`src/rtl/packetparse_pkg.sv`:
```
`default_nettype none
// +----------------------------------------------------------------------------+
// | Module  : packetparse_pkg                                                  |
// | Brief   : Shared command indices, parser states and EBV constants.         |
// | Revision: 1.0 - initial release                                            |
// +----------------------------------------------------------------------------+
package packetparse_pkg;

    // Bit positions inside the one-hot packettype vector
    localparam int unsigned c_cmd_ack      = 1;
    localparam int unsigned c_cmd_query    = 2;
    localparam int unsigned c_cmd_queryadj = 3;
    localparam int unsigned c_cmd_reqrn    = 6;
    localparam int unsigned c_cmd_read     = 7;
    localparam int unsigned c_cmd_write    = 8;

    typedef enum logic [3:0] {
        ST_IDLE     = 4'd0,
        ST_SKIP     = 4'd1,
        ST_QFIELD   = 4'd2,
        ST_BANK     = 4'd3,
        ST_EBV_FLAG = 4'd4,
        ST_EBV_DATA = 4'd5,
        ST_WORDS    = 4'd6,
        ST_WDATA    = 4'd7,
        ST_HANDLE   = 4'd8,
        ST_DONE     = 4'd9
    } state_t;

    // EBV byte: extension flag in bit 7, received first, then 7 data bits
    localparam int unsigned c_ebv_flag_pos  = 7;
    localparam int unsigned c_ebv_data_bits = 7;

endpackage
`default_nettype wire

```
`src/rtl/packetparse_param_ebv_accum.sv`:
```
`default_nettype none
// +----------------------------------------------------------------------------+
// | Module  : ebv_accum                                                        |
// | Brief   : Bit-serial EBV accumulator with sticky overflow flag.            |
// | Revision: 1.0 - initial release                                            |
// +----------------------------------------------------------------------------+
module ebv_accum
    import packetparse_pkg::*;
#(
    parameter int PTR_W = 16
) (
    input  logic             clk,
    input  logic             rst,
    input  logic             i_start,
    input  logic             i_ovf_clr,
    input  logic             i_bit_vld,
    input  logic             i_bit,
    output logic [PTR_W-1:0] o_ptr,
    output logic             o_ovf,
    output logic             o_done
);

    localparam logic [2:0] c_last_pos = 3'(c_ebv_data_bits);

    logic [2:0]       r_pos;
    logic             r_ext;
    logic [PTR_W-1:0] r_ptr;
    logic             r_ovf;

    always_ff @(posedge clk) begin
        if (rst) begin
            r_pos <= '0;
            r_ext <= 1'b0;
            r_ptr <= '0;
            r_ovf <= 1'b0;
        end else begin
            if (i_ovf_clr) begin
                r_ovf <= 1'b0;
            end
            if (i_start) begin
                r_pos <= '0;
                r_ext <= 1'b0;
                r_ptr <= '0;
                r_ovf <= 1'b0;
            end else if (i_bit_vld) begin
                if (r_pos == 3'd0) begin
                    r_ext <= i_bit;
                    r_pos <= 3'd1;
                end else begin
                    // Whatever leaves the top of the pointer is lost; flag it if nonzero
                    r_ptr <= {r_ptr[PTR_W-2:0], i_bit};
                    if (r_ptr[PTR_W-1]) begin
                        r_ovf <= 1'b1;
                    end
                    r_pos <= (r_pos == c_last_pos) ? 3'd0 : r_pos + 3'd1;
                end
            end
        end
    end

    assign o_ptr  = r_ptr;
    assign o_ovf  = r_ovf;
    assign o_done = i_bit_vld && !i_start && (r_pos == c_last_pos) && !r_ext;

endmodule
`default_nettype wire

```
`src/rtl/packetparse_param.sv`:
```
`default_nettype none
// +----------------------------------------------------------------------------+
// | Module  : packetparse_param                                                |
// | Brief   : Bit-serial command field parser with handle check.               |
// | Revision: 1.0 - initial release                                            |
// +----------------------------------------------------------------------------+
module packetparse_param
    import packetparse_pkg::*;
#(
    parameter int CMD_W      = 12,
    parameter int HANDLE_W   = 16,
    parameter int PTR_W      = 16,
    parameter int WORDS_W    = 8,
    parameter int WDATA_W    = 16,
    parameter int QUERY_SKIP = 9,
    parameter int QADJ_SKIP  = 2
) (
    input  logic                bitinclk,
    input  logic                reset,
    input  logic                bitin,
    input  logic [CMD_W-1:0]    packettype,
    input  logic [HANDLE_W-1:0] currenthandle,
    input  logic [HANDLE_W-1:0] currentrn,
    output logic [3:0]          rx_q,
    output logic [2:0]          rx_updn,
    output logic [1:0]          readwritebank,
    output logic [PTR_W-1:0]    readwriteptr,
    output logic                ptr_ovf,
    output logic [WORDS_W-1:0]  readwords,
    output logic [WDATA_W-1:0]  wdata,
    output logic                wdata_vld,
    output logic                handlematch,
    output logic                handlematch_early,
    output logic                matchfailed,
    output logic                parse_done,
    output logic                parse_err
);

    localparam logic [CMD_W-1:0] c_oh_ack   = CMD_W'(1) << c_cmd_ack;
    localparam logic [CMD_W-1:0] c_oh_query = CMD_W'(1) << c_cmd_query;
    localparam logic [CMD_W-1:0] c_oh_qadj  = CMD_W'(1) << c_cmd_queryadj;
    localparam logic [CMD_W-1:0] c_oh_reqrn = CMD_W'(1) << c_cmd_reqrn;
    localparam logic [CMD_W-1:0] c_oh_read  = CMD_W'(1) << c_cmd_read;
    localparam logic [CMD_W-1:0] c_oh_write = CMD_W'(1) << c_cmd_write;

    localparam logic [5:0] c_cnt_q_last      = 6'd3;
    localparam logic [5:0] c_cnt_updn_last   = 6'd2;
    localparam logic [5:0] c_cnt_bank_last   = 6'd1;
    localparam logic [5:0] c_cnt_ebv_last    = 6'(c_ebv_data_bits - 1);
    localparam logic [5:0] c_cnt_words_last  = 6'(WORDS_W - 1);
    localparam logic [5:0] c_cnt_wdata_last  = 6'(WDATA_W - 1);
    localparam logic [5:0] c_cnt_handle_last = 6'(HANDLE_W - 1);
    localparam logic [5:0] c_cnt_qskip_last  = 6'(QUERY_SKIP - 1);
    localparam logic [5:0] c_cnt_askip_last  = 6'(QADJ_SKIP - 1);

    state_t              r_state, w_state_nxt, w_st, w_first;
    logic [5:0]          r_cnt, w_cnt, w_cnt_nxt, w_skip_last;
    logic [CMD_W-1:0]    r_cmd, w_cmd;
    logic [3:0]          r_rx_q, w_rx_q_nxt;
    logic [2:0]          r_rx_updn, w_rx_updn_nxt;
    logic [1:0]          r_bank, w_bank_nxt;
    logic [WORDS_W-1:0]  r_words, w_words_nxt;
    logic [WDATA_W-1:0]  r_wshift, w_wshift_nxt, r_wdata, w_wdata_nxt;
    logic                r_wdata_vld, w_wdata_vld_nxt;
    logic                r_hm, w_hm_nxt, r_mf, w_mf_nxt;
    logic                r_done, w_done_nxt, r_err, w_err_nxt;
    logic [HANDLE_W-1:0] w_rn_sh, w_hd_sh;
    logic                w_cmd_ok, w_cmd_err, w_consume, w_wbit, w_hbit_ok;
    logic                w_is_query, w_is_read, w_is_ack_rn;
    logic                w_ebv_start, w_ebv_vld, w_ebv_done, w_ovf_clr, w_early;

    always_ff @(posedge bitinclk) begin
        if (reset) begin
            r_state     <= ST_IDLE;
            r_cnt       <= '0;
            r_cmd       <= '0;
            r_rx_q      <= '0;
            r_rx_updn   <= '0;
            r_bank      <= '0;
            r_words     <= '0;
            r_wshift    <= '0;
            r_wdata     <= '0;
            r_wdata_vld <= 1'b0;
            r_hm        <= 1'b0;
            r_mf        <= 1'b0;
            r_done      <= 1'b0;
            r_err       <= 1'b0;
        end else begin
            r_state     <= w_state_nxt;
            r_cnt       <= w_cnt_nxt;
            r_cmd       <= w_cmd;
            r_rx_q      <= w_rx_q_nxt;
            r_rx_updn   <= w_rx_updn_nxt;
            r_bank      <= w_bank_nxt;
            r_words     <= w_words_nxt;
            r_wshift    <= w_wshift_nxt;
            r_wdata     <= w_wdata_nxt;
            r_wdata_vld <= w_wdata_vld_nxt;
            r_hm        <= w_hm_nxt;
            r_mf        <= w_mf_nxt;
            r_done      <= w_done_nxt;
            r_err       <= w_err_nxt;
        end
    end

    always_comb begin
        w_cmd_ok = (packettype == c_oh_ack)   || (packettype == c_oh_query) ||
                   (packettype == c_oh_qadj)  || (packettype == c_oh_reqrn) ||
                   (packettype == c_oh_read)  || (packettype == c_oh_write);
        w_first = ST_IDLE;
        if (packettype == c_oh_query) begin
            w_first = (QUERY_SKIP == 0) ? ST_QFIELD : ST_SKIP;
        end else if (packettype == c_oh_qadj) begin
            w_first = (QADJ_SKIP == 0) ? ST_QFIELD : ST_SKIP;
        end else if ((packettype == c_oh_read) || (packettype == c_oh_write)) begin
            w_first = ST_BANK;
        end else if ((packettype == c_oh_ack) || (packettype == c_oh_reqrn)) begin
            w_first = ST_HANDLE;
        end

        // The bit that starts a packet is parsed as bit 0 of its first field
        w_st  = r_state;
        w_cnt = r_cnt;
        w_cmd = r_cmd;
        if ((r_state == ST_IDLE) && w_cmd_ok) begin
            w_st  = w_first;
            w_cnt = '0;
            w_cmd = packettype;
        end

        w_cmd_err   = (r_state != ST_IDLE) && (r_state != ST_DONE) && (packettype != r_cmd);
        w_consume   = !w_cmd_err && (w_st != ST_IDLE) && (w_st != ST_DONE);
        w_is_query  = (w_cmd == c_oh_query);
        w_is_read   = (w_cmd == c_oh_read);
        w_is_ack_rn = (w_cmd == c_oh_ack) || (w_cmd == c_oh_reqrn);
        w_skip_last = w_is_query ? c_cnt_qskip_last : c_cnt_askip_last;
        w_rn_sh     = currentrn << w_cnt;
        w_hd_sh     = currenthandle << w_cnt;
        w_wbit      = bitin ^ w_rn_sh[HANDLE_W-1];
        w_hbit_ok   = (bitin == w_hd_sh[HANDLE_W-1]);
        w_ebv_start = w_consume && (w_st == ST_BANK);
        w_ebv_vld   = w_consume && ((w_st == ST_EBV_FLAG) || (w_st == ST_EBV_DATA));

        w_state_nxt     = w_st;
        w_rx_q_nxt      = r_rx_q;
        w_rx_updn_nxt   = r_rx_updn;
        w_bank_nxt      = r_bank;
        w_words_nxt     = r_words;
        w_wshift_nxt    = r_wshift;
        w_wdata_nxt     = r_wdata;
        w_wdata_vld_nxt = 1'b0;
        w_hm_nxt        = r_hm;
        w_mf_nxt        = r_mf;
        w_done_nxt      = r_done;
        w_err_nxt       = r_err;
        w_ovf_clr       = 1'b0;

        if (w_consume) begin
            case (w_st)
                ST_SKIP: begin
                    if (w_cnt == w_skip_last) w_state_nxt = ST_QFIELD;
                end
                ST_QFIELD: begin
                    if (w_is_query) begin
                        w_rx_q_nxt = {r_rx_q[2:0], bitin};
                        if (w_cnt == c_cnt_q_last) begin
                            w_state_nxt = ST_DONE;
                            w_done_nxt  = 1'b1;
                        end
                    end else begin
                        w_rx_updn_nxt = {r_rx_updn[1:0], bitin};
                        if (w_cnt == c_cnt_updn_last) begin
                            w_state_nxt = ST_DONE;
                            w_done_nxt  = 1'b1;
                        end
                    end
                end
                ST_BANK: begin
                    w_bank_nxt = {r_bank[0], bitin};
                    if (w_cnt == c_cnt_bank_last) w_state_nxt = ST_EBV_FLAG;
                end
                ST_EBV_FLAG: begin
                    w_state_nxt = ST_EBV_DATA;
                end
                ST_EBV_DATA: begin
                    if (w_cnt == c_cnt_ebv_last) begin
                        if (!w_ebv_done)    w_state_nxt = ST_EBV_FLAG;
                        else if (w_is_read) w_state_nxt = ST_WORDS;
                        else                w_state_nxt = ST_WDATA;
                    end
                end
                ST_WORDS: begin
                    w_words_nxt = (r_words << 1) | WORDS_W'(bitin);
                    if (w_cnt == c_cnt_words_last) w_state_nxt = ST_HANDLE;
                end
                ST_WDATA: begin
                    w_wshift_nxt = (r_wshift << 1) | WDATA_W'(w_wbit);
                    if (w_cnt == c_cnt_wdata_last) begin
                        w_wdata_nxt     = w_wshift_nxt;
                        w_wdata_vld_nxt = 1'b1;
                        w_state_nxt     = ST_HANDLE;
                    end
                end
                ST_HANDLE: begin
                    if (!w_hbit_ok) w_mf_nxt = 1'b1;
                    if (w_cnt == c_cnt_handle_last) begin
                        w_hm_nxt    = !r_mf && w_hbit_ok;
                        w_done_nxt  = 1'b1;
                        w_state_nxt = ST_DONE;
                    end
                end
                default: begin
                end
            endcase
        end else if (w_cmd_err) begin
            w_err_nxt   = 1'b1;
            w_state_nxt = ST_DONE;
        end else if ((r_state == ST_DONE) && (packettype == '0)) begin
            w_state_nxt = ST_IDLE;
            w_hm_nxt    = 1'b0;
            w_mf_nxt    = 1'b0;
            w_done_nxt  = 1'b0;
            w_err_nxt   = 1'b0;
            w_ovf_clr   = 1'b1;
        end

        w_cnt_nxt = (w_consume && (w_state_nxt == w_st)) ? w_cnt + 6'd1 : 6'd0;
        w_early   = r_hm || (w_consume && (w_st == ST_HANDLE) && w_is_ack_rn &&
                             (w_cnt == c_cnt_handle_last) && w_hbit_ok && !r_mf);
    end

    ebv_accum #(
        .PTR_W (PTR_W)
    ) u_ebv (
        .clk       (bitinclk),
        .rst       (reset),
        .i_start   (w_ebv_start),
        .i_ovf_clr (w_ovf_clr),
        .i_bit_vld (w_ebv_vld),
        .i_bit     (bitin),
        .o_ptr     (readwriteptr),
        .o_ovf     (ptr_ovf),
        .o_done    (w_ebv_done)
    );

    assign rx_q              = r_rx_q;
    assign rx_updn           = r_rx_updn;
    assign readwritebank     = r_bank;
    assign readwords         = r_words;
    assign wdata             = r_wdata;
    assign wdata_vld         = r_wdata_vld;
    assign handlematch       = r_hm;
    assign handlematch_early = w_early;
    assign matchfailed       = r_mf;
    assign parse_done        = r_done;
    assign parse_err         = r_err;

endmodule
`default_nettype wire

```
`config.mk`:
```
export PLATFORM = sky130hd
export DESIGN_NAME = packetparse_param
export DESIGN_NICKNAME = d
export VERILOG_FILES = /design/src/rtl/packetparse_pkg.sv /design/src/rtl/packetparse_param_ebv_accum.sv /design/src/rtl/packetparse_param.sv
export SDC_FILE = /design/constraint.sdc
export NUM_CORES = 1
export LEC_CHECK = 0
export CAP_MARGIN = 20
export CORE_MARGIN = 2
export CORE_UTILIZATION = 30
export DETAILED_ROUTE_END_ITERATION = 8
export PLACE_DENSITY_LB_ADDON = 0.15
export SLEW_MARGIN = 20
export SYNTH_ARGS = -nofsm -noshare
export SYNTH_HDL_FRONTEND = slang
export SYNTH_SLANG_ARGS = --single-unit
```
`constraint.sdc`:
```
create_clock -name bitinclk -period 3.9 [get_ports bitinclk]
set_input_delay 0.78 -clock bitinclk [delete_from_list [all_inputs] [get_ports bitinclk]]
set_output_delay 0.78 -clock bitinclk [all_outputs]
set_load 0.005 [all_outputs]
```
==> results of run 1 <==
final timing paths:
kind,cells after the start,end,startpoint
max reg2reg,18,r_cnt[1],r_state[0]
min,2,readwords[7],readwords[7]
min reg2reg,2,readwords[7],readwords[7]
max,12,handlematch_early,packettype[9]
layout make-up:
cell class                      count  area [um^2]
Inverter                            9        33.78
Multi-Input combinational cell    459         2973
Tap cell                          216        270.3
Clock buffer                        9        225.2
Timing Repair Buffer              190         1694
Sequential cell                    96         1922
Clock inverter                      7        81.33
Fill cell                        1600         8686
power by group:
group	switching, mW	internal [mW]
clock network	0.464	0.462
registers	0.00290	0.985
logic	0.162	0.153
total	0.629	1.60
worst max-delay path: cells and delay by family:
family	cells	cell delay (ns)
AOI/OAI and AO/OA	4	0.79
buffers and inverters	3	0.39
xor gates and xnor gates	1	0.11
and+or+nand+nor	4	1.47
per-layer routing:
layer,up-vias,routed length (um)
met2,115,7469
met1,2324,6836
met3,21,809
met5,-,0
li1,2432,-
met4,0,259
stage by stage:
stage	worst slack [ns]	instances	power (mW)	util [%]
5_1_grt	-0.4975	986	2.320	45.32
3_5_place_dp	-1.173	962	1.307	41.98
6_report	-0.4396	986	2.230	45.32
3_3_place_gp	-1.102	962	1.308	41.98
2_1_floorplan	-0.002792	602	1.154	-
4_1_cts	-0.4577	984	2.248	44.75
placed cells by master, fill, tap and decap left out, types with 7 or more instances in the layout:
cell type        count
nand2_1             97
dfxtp_1             96
clkdlybuf4s50_1     90
buf_4               81
nor2_1              67
a21oi_1             52
mux2i_1             32
xor2_1              19
nand3_1             15
o21ai_0             14
nor3_1              11
nor4_1              10
nor2b_1             10
and2_1              10
inv_1                9
clkbuf_16            9
buf_6                7
timing repair:
| item | in CTS | in global routing |
|---|---|---|
| pin swaps | 16 | 15 |
| hold buffers | 0 | 0 |
| buffers inserted | 6 | 5 |
| setup endpoints to repair | 11 | 11 |
| gates resized for setup | 53 | 17 |
cells by family (layout without fill, tap and decap cells):
group | count (synthesis) | count (layout)
simple gates | 279 | 279
mux | 40 | 40
buf+inv | 47 | 215
xor+xnor | 24 | 24
flops | 96 | 96
fa+ha+maj | 6 | 6
compound gates | 110 | 110
flip-flops by register name, summed over array words and instances (netlist names), 2 cells and up:
| name | cells |
|---|---|
| r_cnt | 6 |
| rx_q | 4 |
| r_cmd | 12 |
| readwords | 8 |
| rx_updn | 3 |
| r_state | 4 |
| readwritebank | 2 |
| u_ebv.r_pos | 3 |
| r_wshift | 15 |
| u_ebv.o_ptr | 16 |
| wdata | 16 |
==> run_results.csv, run 1 <==
group,metric,value,unit
global_route,grt_overflow_total,0,
yosys,synth_most_common_cell,"nand2_1",
min_path,hold_class,"flip-flop to flip-flop",
route,routedWlPerCell,15.59,um
placed_design,gp_congestion,0.9100,
global_route,grt_pass1_wl,25160,um
sta,tightestPinTransition,0.5941,ns
yosys,synth_top_area_share,39.37,%
die,io_pins,103,
clocking,cts.sinks,96,
clocking,clkSlewWorstSetupHoldPaths,0.08,ns
sta,rsz0062_at_grt,"yes",
yosys,synth-main-ff-cell,"dfxtp_1",
final_layout,antenna_cells,0,
yosys,synth_top_family_by_area,"simple AND/OR/NAND/NOR gates",
setup_path,max_stage_delay,0.52,ns
route,ant_nets,0,
clocking,clockBufferDepth,2,
sta,final-hold-violation-count,0,
sta,max_freq,230.4,MHz
die,rows,46,
sta,slew_violations,0,
global_route,antenna_found_initial,0,
yosys,ys_top_cells_by_area,"dfxtp_1, nand2_1, mux2i_1, a21oi_1, nor2_1",
setup_path,crit_chain,"buf_6, or4_4, or4_4, or3_4, a32oi_2, o211ai_1, a32oi_2, buf_4, xnor2_2, nor2_1, a41o_1, buf_2",
die,die_h,131.6,um
route,drc_errors,0,
yosys,synth_xor_area_share,4.307,%
yosys,synthArstFlopShare,0,%
final_layout,final_area,7199,um^2
route,via_per_inst,4.961,
global_route,grt_pass1_vias,4951,
sta,setup_violations,7,
status,violations,"negative setup slack",
route,first_pass_iters,4,
setup_path,cpMaxStageDelayCell,"or4_4",
placed_design,placed_cell_area,6669,um^2
yosys,synth_cell_types,60,
global_route,grt_max_degree,37,
die,dieArea,17310,um^2
global_route,met3_usage,4.591,%
sta,clock_skew,0.01141,ns
setup_path,critPathKind,"input pin to output port",
yosys,synth_compound_area_share,13.74,%
yosys,synth_edf_count,0,
clocking,cts_tree,"built",
sta,period_share,111.3,%
route,route.vias.total,4892,
sta,hold_ws,0.4537,ns
setup_path,end_kind,"output port",
route,drt_iter0_markers,236,
die,core,15890,um^2
clocking,root_buffer,"clkbuf_16",
setup_path,r2r_slack,0.26,ns
setup_path,cp_max_fo,3,
yosys,synthesis.nets,655,
yosys,synth-seq-cells,96,
yosys,seq_area_frac_synth,39.37,%
final_layout,drive_above_1_share,21.17,%
final_layout,nets,818,
global_route,grtUsageMet1,21.83,%
clocking,cts.htree.levels,3,
sta,setup_ws,-0.4396,ns
status,status,"finished with violations",
yosys,yosys.area.top_type,"dfxtp_1",
yosys,synthMuxAreaShare,9.613,%
power_and_ir_drop,p_leak,2.670,nW
yosys,ys_warn_count,0,
clocking,cts_made_buffers,9,
placed_design,io_buffers,102,
yosys,syn_area,4881,um^2
route,wl,15370,um
clocking,clock_latency,0.36,ns
setup_path,required,3.12,ns
yosys,syn_avg_cell_area,8.108,um^2
setup_path,critPathLaunchType,"input pin",
sta,fin_tns_setup,-1.131,ns
yosys,synthAdderAreaFrac,1.538,%
power_and_ir_drop,max-vdd-ir-drop,0.0002064,V
global_route,grtUsageTotal,17.85,%
yosys,syn-instance-count,602,
die,die_x,131.6,um
sta,relSlewSlack,60.39,%
yosys,synth-simple-area-share,27.69,%
final_layout,syn_to_final_growth,47.50,%
sta,min_period,4.340,ns
setup_path,arrival,3.56,ns
placed_design,hpwl,11310,um
power_and_ir_drop,cellPowerDensity,309.7,nW/um^2
global_route,met2_usage,30.31,%
global_route,grt_busiest_layer,"met2",
run,maxCapViolCount,0,
die,start_util,30.73,%
yosys,synth_common_cells,"nand2_1, dfxtp_1, nor2_1",
Power figures use the tool's default switching activity.
==> run 2: changes to the inputs <==
==> constraint.sdc (replaced) <==
create_clock -name bitinclk -period 3.9 [get_ports bitinclk]
set_input_delay 1.17 -clock bitinclk [delete_from_list [all_inputs] [get_ports bitinclk]]
set_output_delay 1.17 -clock bitinclk [all_outputs]
set_load 0.005 [all_outputs]
==> run 2 against run 1 <==
The flow still finishes with violations (negative setup slack); core utilization is 2.0 points higher; clock skew is 0.00059 ns higher; clock power is 5.0% lower; critical path depth is 1 higher; non-clock buffer count is 21 higher; worst setup slack worse by 0.76 ns; via count is 0.76% higher; sequential power hardly changed; global-route usage is 0.28 points lower; hold slack hardly changed; total power is 0.82% lower; fmax is 15% lower; critical path type unchanged; largest cell class unchanged; largest power group unchanged; highest routed layer unchanged.
==> run_results.csv, run 2 (synthesis gave the netlist of run 1 again) <==
group,metric,value,unit
min_path,hold_class,"flip-flop to flip-flop",
clocking,clkSlewWorstSetupHoldPaths,0.08,ns
die,core,15890,um^2
final_layout,nets,839,
sta,slew_violations,0,
sta,rsz0062_at_grt,"yes",
route,drt_iter0_markers,215,
final_layout,layout_common_cells,"nand2_1, dfxtp_1, buf_4",
setup_path,r2r-start,"r_state[0]",
final_layout,syn_to_final_growth,53.96,%
sta,tightestPinTransition,0.5514,ns
clocking,cts_tree,"built",
power_and_ir_drop,max-vdd-ir-drop,0.0002416,V
global_route,grt_pass1_wl,24820,um
setup_path,r2r_end,"r_cnt[3]",
sta,min_period,5.104,ns
final_layout,antenna_cells,0,
die,die_x,131.6,um
power_and_ir_drop,cellPowerDensity,294.3,nW/um^2
sta,max_freq,195.9,MHz
die,die_h,131.6,um
run,maxCapViolCount,0,
route,wl,15380,um
setup_path,arrival,3.93,ns
clocking,cts_made_buffers,9,
sta,final-hold-violation-count,0,
setup_path,end_kind,"output port",
sta,hold_ws,0.4539,ns
sta,relSlewSlack,63.24,%
global_route,grt_overflow_total,0,
sta,period_share,130.9,%
sta,fin_tns_setup,-5.932,ns
clocking,root_buffer,"clkbuf_16",
placed_design,io_buffers,102,
route,first_pass_iters,4,
route,via_per_inst,4.895,
global_route,grt_pass1_vias,4937,
min_path,hold_depth,2,
setup_path,rr_worst_depth,18,
placed_design,gp_congestion,0.9087,
final_layout,fillerInstances,1591,
setup_path,critPathLaunchType,"input pin",
setup_path,r2r_slack,0.27,ns
sta,clock_skew,0.01200,ns
clocking,cts_hold_repair.buffers,0,
die,dieArea,17310,um^2
setup_path,critPathKind,"input pin to output port",
die,start_util,30.73,%
global_route,grtUsageTotal,17.57,%
global_route,grt_max_degree,51,
power_and_ir_drop,p_leak,2.812,nW
placed_design,hpwl,11440,um
global_route,antenna_found_initial,0,
min_path,hold_path.startpoint,"wdata[7]",
route,routedWlPerCell,15.28,um
route,ant_nets,0,
route,route.vias.total,4929,
die,rows,46,
status,violations,"negative setup slack",
clocking,cts.htree.levels,3,
setup_path,cp_max_fo,3,
final_layout,utilization,47.31,%
final_layout,drive_above_1_share,25.28,%
setup_path,required,2.73,ns
min_path,whs_endpoint,"wdata[7]",
placed_design,pre_cts_slack,-1.921,ns
sta,setup_ws,-1.204,ns
clocking,clock_latency,0.36,ns
route,drc_errors,0,
clocking,clockBufferDepth,2,
die,io_pins,103,
status,status,"finished with violations",
sta,setup_violations,14,
clocking,cts.sinks,96,
run 2: changes by cell type in the layout (fill, tap and decap cells not counted), sizes merged:
| cell | change |
|---|---|
| clkdlybuf4s50 | -1 |
| clkinvlp | +2 |
| dlymetal6s2s | +3 |
| clkbuf | +3 |
| inv | -2 |
| buf | +19 |
| dlygate4sd2 | -3 |
run 2: routing by layer:
metal  part of all wire [%]  up-vias  GRT usage (%)
met2                     48      112          29.81
met1                     44     2323          21.53
met3                    6.0       28          4.514
met4                    2.4        0          6.159
met5                      0        -              0
li1                       -     2466              -
run 2: area by class of cell:
cell class              instances  area (um^2)  share of cell area (%)
multi-input cells             459         3070                   40.86
flip-flops and latches         96         1922                   25.57
repair buffers                211         1919                   25.54
well taps                     216        270.3                   3.596
clock buffers                   9        225.2                   2.997
clock inverters                 7        71.32                  0.9491
inverters                       9        36.28                  0.4829
run 2: how the worst max path moves through the flow:
stage / start / end / cells after the start
floorplan: packettype[8] / handlematch_early / 9
global placement: packettype[8] / handlematch_early / 12
detailed placement: packettype[8] / handlematch_early / 12
CTS: packettype[11] / handlematch_early / 12
global route: packettype[4] / handlematch_early / 12
finish: packettype[4] / handlematch_early / 13
run 2: stage by stage:
stage	total power, mW	instances	instance area (um^2)
global route	2.305	1007	7515
finish	2.211	1007	7515
floorplan	1.157	602	4964
CTS	2.227	999	7284
global placement	1.332	981	6894
detailed placement	1.329	981	6894
run 2: critical path, cell delays in order:
cell and delay [ns]:
buf_6 0.09, or4_4 0.53, or4_4 0.49, or3_4 0.37
buf_4 0.15, buf_6 0.11, and3_4 0.17, ha_4 0.16
nor4bb_4 0.15, nand2_2 0.11, nor3_2 0.06, a41o_1 0.23
buf_2 0.13
run 2: power by group:
| group | internal, mW | total (mW) | switching [mW] | leakage (nW) |
|---|---|---|---|---|
| Sequential | 0.985 | 0.988 | 0.00266 | 0.774 |
| Combinational | 0.176 | 0.344 | 0.168 | 1.90 |
| Clock | 0.451 | 0.880 | 0.429 | 0.139 |
run 2: repair_timing:
action,in CTS,in global routing
cloned,0,1
endpoints found under the setup margin,31,30
pin swaps,15,21
hold endpoints to repair,0,0
buffers inserted,3,7
gates resized for setup,49,43
